==> src/rtl/muldiv_iter.sv <==
// muldiv_iter: radix-2 sequential RV32M/RV64M multiply/divide unit.
// One shift datapath serves shift-add multiply and restoring divide.
module muldiv_iter #(
    parameter int XLEN  = 32,
    parameter int TAG_W = 5
) (
    input  logic             clk,
    input  logic             rst_n,
    input  logic             flush,
    input  logic             in_valid,
    output logic             in_ready,
    input  logic [2:0]       in_op,
    input  logic [XLEN-1:0]  in_a,
    input  logic [XLEN-1:0]  in_b,
    input  logic [TAG_W-1:0] in_tag,
    output logic             out_valid,
    input  logic             out_ready,
    output logic [XLEN-1:0]  out_result,
    output logic [TAG_W-1:0] out_tag,
    output logic             busy
);

    localparam int CW = $clog2(XLEN);
    localparam logic [CW-1:0] CNT_INIT = CW'(XLEN - 1);
    localparam logic [XLEN-1:0] MIN_NEG = {1'b1, {(XLEN-1){1'b0}}};

    typedef enum logic [1:0] {IDLE, CALC, DONE} state_t;

    state_t state;
    state_t state_nx;

    logic [2:0]       op_q;
    logic             neg_q;
    logic [CW-1:0]    cnt_q;
    logic [XLEN-1:0]  hi_q;
    logic [XLEN-1:0]  lo_q;
    logic [XLEN-1:0]  dv_q;
    logic [XLEN-1:0]  res_q;
    logic [TAG_W-1:0] tag_q;

    logic            is_div;
    logic            is_rem;
    logic            a_sgn;
    logic            b_sgn;
    logic            a_neg;
    logic            b_neg;
    logic            b_zero;
    logic            ovf;
    logic            special;
    logic            neg_in;
    logic            accept;
    logic [XLEN-1:0] a_mag;
    logic [XLEN-1:0] b_mag;
    logic [XLEN-1:0] spec_res;

    assign is_div = in_op[2];
    assign is_rem = in_op[2] & in_op[1];
    assign a_sgn  = in_op[2] ? ~in_op[0] : (in_op[1:0] != 2'b11);
    assign b_sgn  = in_op[2] ? ~in_op[0] : ~in_op[1];
    assign a_neg  = a_sgn & in_a[XLEN-1];
    assign b_neg  = b_sgn & in_b[XLEN-1];
    assign a_mag  = a_neg ? -in_a : in_a;
    assign b_mag  = b_neg ? -in_b : in_b;
    assign neg_in = is_rem ? a_neg : (a_neg ^ b_neg);
    assign b_zero = (in_b == '0);
    assign ovf    = a_sgn & (in_a == MIN_NEG) & (in_b == '1);
    assign special = is_div & (b_zero | ovf);
    assign accept = in_valid & in_ready & ~flush;

    // b==0 gives all-ones / dividend; signed overflow gives dividend / zero
    always_comb begin
        spec_res = '0;
        if (b_zero) begin
            spec_res = in_op[1] ? in_a : '1;
        end else begin
            spec_res = in_op[1] ? '0 : in_a;
        end
    end

    logic [XLEN:0]     msum;
    logic [XLEN:0]     dsh;
    logic [XLEN:0]     ddiff;
    logic              qbit;
    logic [XLEN-1:0]   hi_nx;
    logic [XLEN-1:0]   lo_nx;
    logic [2*XLEN-1:0] prod;
    logic [2*XLEN-1:0] prod_s;
    logic [XLEN-1:0]   quo;
    logic [XLEN-1:0]   rem;
    logic [XLEN-1:0]   fin;

    assign msum  = {1'b0, hi_q} + (lo_q[0] ? {1'b0, dv_q} : '0);
    assign dsh   = {hi_q, lo_q[XLEN-1]};
    assign ddiff = dsh - {1'b0, dv_q};
    assign qbit  = ~ddiff[XLEN];

    // hi/lo hold product upper/lower, or remainder/quotient when dividing
    always_comb begin
        hi_nx = hi_q;
        lo_nx = lo_q;
        if (op_q[2]) begin
            hi_nx = qbit ? ddiff[XLEN-1:0] : dsh[XLEN-1:0];
            lo_nx = {lo_q[XLEN-2:0], qbit};
        end else begin
            hi_nx = msum[XLEN:1];
            lo_nx = {msum[0], lo_q[XLEN-1:1]};
        end
    end

    assign prod   = {hi_nx, lo_nx};
    assign prod_s = neg_q ? -prod : prod;
    assign quo    = neg_q ? -lo_nx : lo_nx;
    assign rem    = neg_q ? -hi_nx : hi_nx;

    always_comb begin
        fin = '0;
        unique case (1'b1)
            (op_q == 3'd0):             fin = prod_s[XLEN-1:0];
            (!op_q[2] && op_q != 3'd0): fin = prod_s[2*XLEN-1:XLEN];
            (op_q[2] && !op_q[1]):      fin = quo;
            (op_q[2] && op_q[1]):       fin = rem;
            default:                    fin = '0;
        endcase
    end

    always_ff @(posedge clk or negedge rst_n) begin
        if (!rst_n) begin
            state <= IDLE;
        end else begin
            state <= state_nx;
        end
    end

    always_comb begin
        state_nx = state;
        unique case (state)
            IDLE: if (in_valid) state_nx = special ? DONE : CALC;
            CALC: if (cnt_q == '0) state_nx = DONE;
            DONE: if (out_ready) state_nx = IDLE;
            default: state_nx = IDLE;
        endcase
        if (flush) state_nx = IDLE;
    end

    always_comb begin
        in_ready  = 1'b0;
        out_valid = 1'b0;
        busy      = 1'b0;
        unique case (state)
            IDLE: in_ready = 1'b1;
            CALC: busy = 1'b1;
            DONE: begin
                out_valid = 1'b1;
                busy      = 1'b1;
            end
            default: ;
        endcase
    end

    always_ff @(posedge clk or negedge rst_n) begin
        if (!rst_n) begin
            op_q  <= '0;
            neg_q <= 1'b0;
            cnt_q <= '0;
            hi_q  <= '0;
            lo_q  <= '0;
            dv_q  <= '0;
            res_q <= '0;
            tag_q <= '0;
        end else if (accept) begin
            op_q  <= in_op;
            tag_q <= in_tag;
            neg_q <= neg_in;
            cnt_q <= CNT_INIT;
            hi_q  <= '0;
            lo_q  <= is_div ? a_mag : b_mag;
            dv_q  <= is_div ? b_mag : a_mag;
            if (special) res_q <= spec_res;
        end else if (state == CALC && !flush) begin
            hi_q <= hi_nx;
            lo_q <= lo_nx;
            if (cnt_q == '0) begin
                res_q <= fin;
            end else begin
                cnt_q <= cnt_q - CW'(1);
            end
        end
    end

    assign out_result = res_q;
    assign out_tag    = tag_q;

endmodule

==> config.mk <==
export PLATFORM = sky130hd
export DESIGN_NAME = muldiv_iter
export DESIGN_NICKNAME = d
export VERILOG_FILES = /design/src/rtl/muldiv_iter.sv
export SDC_FILE = /design/constraint.sdc
export NUM_CORES = 1
export LEC_CHECK = 0
export CELL_PAD_IN_SITES_DETAIL_PLACEMENT = 0
export CELL_PAD_IN_SITES_GLOBAL_PLACEMENT = 2
export CORE_MARGIN = 3
export CORE_UTILIZATION = 36
export CTS_CLUSTER_DIAMETER = 150
export DETAILED_ROUTE_END_ITERATION = 10
export GPL_ROUTABILITY_DRIVEN = 0
export MAX_ROUTING_LAYER = met4
export PLACE_DENSITY_LB_ADDON = 0.15
export SYNTH_ARGS = -nofsm -noshare
export SYNTH_HDL_FRONTEND = slang
export SYNTH_SLANG_ARGS = --single-unit
==> constraint.sdc <==
create_clock -name clk -period 5.8 [get_ports clk]
set_input_delay 1.16 -clock clk [delete_from_list [all_inputs] [get_ports clk]]
set_output_delay 1.16 -clock clk [all_outputs]
set_load 0.1 [all_outputs]
==> impl_metrics.csv, run 1 <==
group,metric,value,unit
finish,fillers,4679,
routing,drt_iter0_drc,1705,
global_route,antenna_found_initial,3,
clocking,clk_pin_slew,0.08,ns
flow_run,cap_violations,0,
floorplan,die_w,220,microns
clocking,cts.sinks,144,
power,cellPowerDensity,682,mW/mm^2
routing,drtAntennaViolNets,0,
critical_path,r2r_end,"out_result[28]",
global_route,grt_pass1_vias,16860,
synth,yosysMostFrequentCell,"nand2_1",
critical_path,worstSetupEndpointType,"flip-flop",
sta,max_freq,184,MHz
floorplan,start_util,36.9,%
worst_hold_path,hold_path.startpoint,"out_tag[4]",
routing,vias_per_cell,6.07,
global_route,overflow,0,
clocking,cts_max_path_buffers,2,
synth,yosys-top-cells-area,"dfrtp_1 22%, a21oi_1 6.5%, nand2_1 6.3%",
routing,routed_wl,72900,microns
global_route,grt_pass1_wl,109000,microns
critical_path,cp_num_buf_inv,1,
sta,finalClockSkew,0.0140,ns
clocking,cts_htree_levels,4,
sta,period_needed,5.42,ns
critical_path,criticalPathCategory,"reg -> reg",
routing,vias,17840,
floorplan,io_pins,117,
clocking,cts_setup_buffers,0,
floorplan,fp-row-count,77,
critical_path,critPathMaxStageDelay,0.67,ns
status,status,"completed",
clocking,post_cts_resized,0,
synth,synth-seq-area-share,21.8,%
placement,placedCellCount,2908,
synth,synth_largest_area_cell,"dfrtp_1",
critical_path,slowest_stage,"or4b_1",
routing,wl_per_cell,24.8,microns
synth,async_flop_share,100,%
finish,fin_nets,2488,
clocking,cts_hold_buf,0,
critical_path,crit_top_cell,"or4b_1",
sta,finalSetupTns,0,ns
placement,place_hpwl,57200,microns
sta,final-setup-viol-count,0,
sta,slew_headroom,18.7,%
finish,drive_gt1_share,7.67,%
synth,netlist_area,0.0165,sq mm
routing,drc,0,
worst_hold_path,hold_class,"reg -> reg",
critical_path,crit_family,"simple AND/OR/NAND/NOR gates",
critical_path,cp-startpoint,"lo_q[0]",
global_route,grt_max_degree,144,
finish,final_cells,2940,
synth,synthCells,2267,
sta,rsz0062_at_grt,"false",
critical_path,cp_cell_sequence,"buf_4 -> and2_1 -> ha_1 -> nand2_1 -> nor2_1 -> or4b_2 -> nor2b_1 -> a21oi_1 -> xnor2_1 -> a22oi_1 -> or4b_1 -> or4b_1 -> nor4_1 -> mux2_2 -> o21ba_2",
placement,io_buffers,116,
critical_path,worstSetupStartpointType,"flip-flop",
synth,syn_nets,2420,
global_route,grt_use_total,30.8,%
power,leakage,7.56,nW
clocking,cts_root_buf,"clkbuf_16",
critical_path,endpoint,"out_result[28]",
floorplan,die-area,0.0486,sq mm
synth,synth.avg_cell_area,7.30,sq um
critical_path,cp.arrival,5.79,ns
sta,worstMarginPinSlew,1.19,ns
floorplan,die_y,220,microns
synth,yosys_warnings,0,
critical_path,crit_cells,15,
synth,synth_top_area_share,21.8,%
sta,drv_slew,0,
floorplan,coreArea,0.0448,sq mm
clocking,numCtsBuffers,17,
power,peakVddDrop,0.325,mV
synth,synth_edf_count,0,
critical_path,r2r_slack,0.38,ns
synth,synthDistinctLibCells,98,
critical_path,worstPathMaxFanout,19,
synth,synth-seq-cells,144,
clocking,cts_tree,"done",
sta,final_hold_viol_count,0,
critical_path,crit_required,6.17,ns
finish,syn2layout_area_growth,15.4,%
finish,num_antenna_cells,0,
synth,synth_common_cells,"278 x nand2_1, 214 x a21oi_1, 197 x o21ai_0",
critical_path,reg2regPathDepth,15,
clocking,clk_latency,0.47,ns
routing,first_pass_iters,5,
sta,min_period_over_period,93.5,%
synth,synth_top_flop_cell,"dfrtp_1",
critical_path,reg2reg_from,"lo_q[0]",
cell usage in the layout (no fill, tap or decap), types with 8 or more instances in the layout:
master / netlist / layout
nor2_1: 189 / 188
nand4_1: 29 / 29
buf_4: 5 / 72
maj3_1: 23 / 23
ha_1: 74 / 74
and3_1: 21 / 21
or3_1: 47 / 47
a211oi_1: 35 / 35
nor4_1: 19 / 19
o22ai_1: 9 / 9
o21ai_0: 197 / 196
xnor2_1: 79 / 79
xor2_1: 59 / 59
a21oi_1: 214 / 214
nor3_1: 77 / 77
o211ai_1: 65 / 65
a21boi_0: 12 / 12
nor2b_1: 10 / 9
dfrtp_1: 144 / 141
a21o_1: 34 / 34
mux2_2: 16 / 16
o41ai_1: 8 / 8
nand3_1: 41 / 41
a31oi_1: 32 / 32
mux2i_1: 57 / 57
o31ai_1: 26 / 26
inv_1: 73 / 73
and2_1: 43 / 43
clkdlybuf4s50_1: 0 / 114
nand2b_1: 15 / 14
a211o_1: 10 / 10
or4_1: 11 / 10
o21a_1: 14 / 14
nand2_1: 278 / 277
nor3b_1: 11 / 9
o21ai_1: 8 / 9
clkbuf_16: 0 / 17
report_power, final:
part / total, mW / internal (mW) / switching (mW)
logic: 10.0 / 3.47 / 6.58
clock network: 1.15 / 0.611 / 0.539
registers: 1.81 / 1.36 / 0.449
per-layer routing:
| layer | GRT usage, % | up-vias | routed length, microns |
|---|---|---|---|
| met5 | - | - | 0 |
| met4 | 11.4 | 0 | 2690 |
| met3 | 2.43 | 110 | 3670 |
| met2 | 48.8 | 628 | 34000 |
| met1 | 41.2 | 8627 | 32600 |
| li1 | - | 8475 | - |
worst register-to-register path: cells and delay by family (launching register included):
kind                       cells  cell delay, ns
DFF                            1            0.55
muxes                          1            0.38
buffers and inverters          1            0.28
xor gates and xnor gates       1            0.20
adders and majority gates      1            0.41
AOI/OAI and AO/OA              3            0.74
and+or+nand+nor                8            2.76
logic make-up after synthesis:
family,synth area share (%)
xor gates and xnor gates,7.31
AOI/OAI and AO/OA,29.4
adders and majority gates,7.23
buffers and inverters,5.32
and+or+nand+nor,24.3
DFF,21.8
muxes,4.69
final cells by class:
type,count,area [sq um],share of cell area (%)
multi-input cells,1907,12100,63.5
flip-flops and latches,144,3610,18.9
repair buffers,191,1760,9.21
well taps,592,741,3.88
clock buffers,19,443,2.32
inverters,74,278,1.46
clock inverters,13,130,0.682
worst min-delay path by stage:
| stage | end | slack, ns | cells past startpoint |
|---|---|---|---|
| 6_report | out_tag[4] | 0.48 | 2 |
| 5_1_grt | out_tag[2] | 0.50 | 2 |
| 4_1_cts | out_tag[4] | 0.48 | 2 |
| 3_5_place_dp | out_tag[4] | 0.46 | 2 |
| 3_3_place_gp | out_tag[2] | 0.46 | 2 |
| 2_1_floorplan | dv_q[10] | 0.46 | 2 |
flip-flops by register name, indices dropped and copies added (netlist names):
| name | count |
|---|---|
| hi_q | 32 |
| lo_q | 32 |
| neg_q | 1 |
| out_tag | 5 |
| op_q | 3 |
| dv_q | 32 |
| state | 2 |
| out_result | 32 |
| cnt_q | 5 |
through the flow:
stage | utilization (%) | worst slack, ns | hold slack (ns) | area (sq um) | power [mW]
3_3_place_gp | 41.3 | 0.325 | 0.456 | 18500 | 11.6
5_1_grt | 42.6 | 0.0953 | 0.500 | 19100 | 13.9
6_report | 42.6 | 0.378 | 0.476 | 19100 | 13.0
2_1_floorplan | - | 0.781 | 0.464 | 16500 | 8.43
3_5_place_dp | 41.3 | 0.257 | 0.462 | 18500 | 11.6
4_1_cts | 42.5 | 0.241 | 0.480 | 19100 | 12.8
(Power assumes the default switching activity.)
==> run 2: changes to the inputs <==
CAP_MARGIN = 20   (was not set)
==> run 2 against run 1 <==
Clock power barely moved. Hold slack improved by 0.0040 ns. Via count rose by 0.58%. Design area barely moved. Non-clock buffer count rose by 1. Highest routed layer unchanged.
==> impl_metrics.csv, run 2 (synthesized netlist as in run 1, its figures left out) <==
group,metric,value,unit
power,intPower,5.45,mW
global_route,grt_max_degree,144,
clocking,clk_latency,0.47,ns
finish,fin_nets,2489,
routing,vias,17944,
critical_path,worstPathMaxFanout,19,
power,cellPowerDensity,682,mW/mm^2
sta,max_freq,184,MHz
finish,syn2layout_area_growth,15.4,%
sta,finalClockSkew,0.00982,ns
clocking,cts_max_path_buffers,2,
clocking,cts_root_buf,"clkbuf_16",
placement,place_hpwl,57300,microns
clocking,numCtsBuffers,17,
floorplan,coreArea,0.0448,sq mm
clocking,cts_tree,"done",
global_route,overflow,0,
finish,final_cells,2943,
global_route,antenna_found_initial,7,
routing,routed_wl,73300,microns
floorplan,die_w,220,microns
floorplan,die-area,0.0486,sq mm
global_route,grt_use_total,30.9,%
floorplan,start_util,36.9,%
sta,final-setup-viol-count,0,
placement,io_buffers,116,
status,status,"completed",
power,p_sw_share,58.2,%
global_route,grt_use_met1,41.4,%
clocking,cts_setup_buffers,0,
finish,most-common-layout-cells,"277 x nand2_1, 214 x a21oi_1, 196 x o21ai_0",
sta,worstMarginPinSlew,1.08,ns
global_route,grt_pass1_vias,16967,
global_route,met3_usage,2.99,%
routing,wl_per_cell,24.9,microns
power,seq_power_share,13.9,%
clocking,clk_pin_slew,0.07,ns
floorplan,die_y,220,microns
global_route,grt_most_used_layer,"met2",
power,p_switching,7.58,mW
critical_path,worstSetupStartpointType,"flip-flop",
clocking,cts_htree_levels,4,
critical_path,criticalPathCategory,"reg -> reg",
finish,fillers,4661,
floorplan,io_pins,117,
power,leakage,7.56,nW
worst_hold_path,hold_class,"reg -> reg",
critical_path,worstSetupEndpointType,"flip-flop",
routing,drt_iter0_drc,1438,
critical_path,cp.arrival,5.78,ns
sta,finalSetupTns,0,ns
global_route,met2_usage,48.7,%
finish,drive_gt1_share,7.66,%
routing,drc,0,
power,p_clk_share,8.8,%
flow_run,cap_violations,0,
finish,multi_input_area,0.0121,sq mm
routing,first_pass_iters,5,
sta,slew_headroom,27.9,%
sta,drv_slew,0,
sta,rsz0062_at_grt,"false",
power,peakVddDrop,0.321,mV
routing,drtAntennaViolNets,0,
finish,final_common_cell,"nand2_1",
clocking,cts.sinks,144,
finish,ff_latch_area,0.00361,sq mm
critical_path,crit_required,6.16,ns
global_route,grt_pass1_wl,110000,microns
power,p_comb_share,77.3,%
sta,period_needed,5.42,ns
routing,vias_per_cell,6.10,
sta,final_hold_viol_count,0,
sta,min_period_over_period,93.5,%
floorplan,fp-row-count,77,
placement,placedCellCount,2909,
## run 2: cell types whose count changed in the layout (fill, tap and decap cells not counted)
cell and delta:
diode_2 +2, buf_1 +1, inv_6 +1, inv_8 -1
## run 2: final cells by class
cell class,count,area share (%)
inverters,74,1.45
flip-flops and latches,144,18.9
well taps,592,3.88
repair buffers,192,9.23
clock buffers,19,2.32
clock inverters,13,0.668
diodes,2,0.0262
multi-input cells,1907,63.5
## run 2: power by group through the flow
stage / Combinational [mW] / Sequential, mW / Clock (mW)
after floorplan: 6.62 / 1.81 / 0
after global placement: 9.81 / 1.80 / 0
after detailed placement: 9.81 / 1.82 / 0
after CTS: 9.87 / 1.80 / 1.16
after global routing: 10.9 / 1.87 / 1.19
final: 10.1 / 1.81 / 1.14
## run 2: critical path, cell delays in order (launching register included)
cell	delay (ns)
dfrtp_2	0.55
buf_4	0.27
and2_1	0.16
ha_1	0.40
nand2_1	0.11
nor2_1	0.17
or4b_2	0.59
nor2b_1	0.15
a21oi_1	0.37
xnor2_1	0.19
a22oi_1	0.15
or4b_1	0.61
or4b_1	0.68
nor4_1	0.33
mux2_2	0.38
o21ba_2	0.20
## run 2: worst paths after layout
kind	start	end	slack, ns	cells past startpoint
max in group asynchronous	rst_n	op_q[2]	3.95	2
max reg2reg	lo_q[0]	out_result[28]	0.38	15
min in group asynchronous	rst_n	out_tag[2]	0.74	1
max	lo_q[0]	out_result[28]	0.38	15
min reg2reg	out_tag[1]	out_tag[1]	0.48	2
min	out_tag[1]	out_tag[1]	0.48	2
## run 2: metal layers
metal / part of all wire, % / up-vias
li1: - / 8461
met1: 44 / 8679
met2: 46 / 693
met3: 5.6 / 111
met4: 3.7 / 0
met5: 0 / -
## run 2: what timing repair did
action / CTS / global route
gates resized for setup: 0 / 6
hold buffers: 0 / 0
endpoints found under the setup margin: 0 / 10
## run 2: through the flow
stage          setup WS, ns  hold WS, ns  power, mW  utilization [%]  area, sq um
3_3_place_gp          0.325        0.456       11.6             41.3        18500
3_5_place_dp          0.277        0.467       11.6             41.3        18500
4_1_cts               0.243        0.487       12.8             42.6        19100
5_1_grt              0.0716        0.509       13.9             42.6        19100
2_1_floorplan         0.781        0.464       8.43                -        16500
6_report              0.379        0.480       13.0             42.6        19100
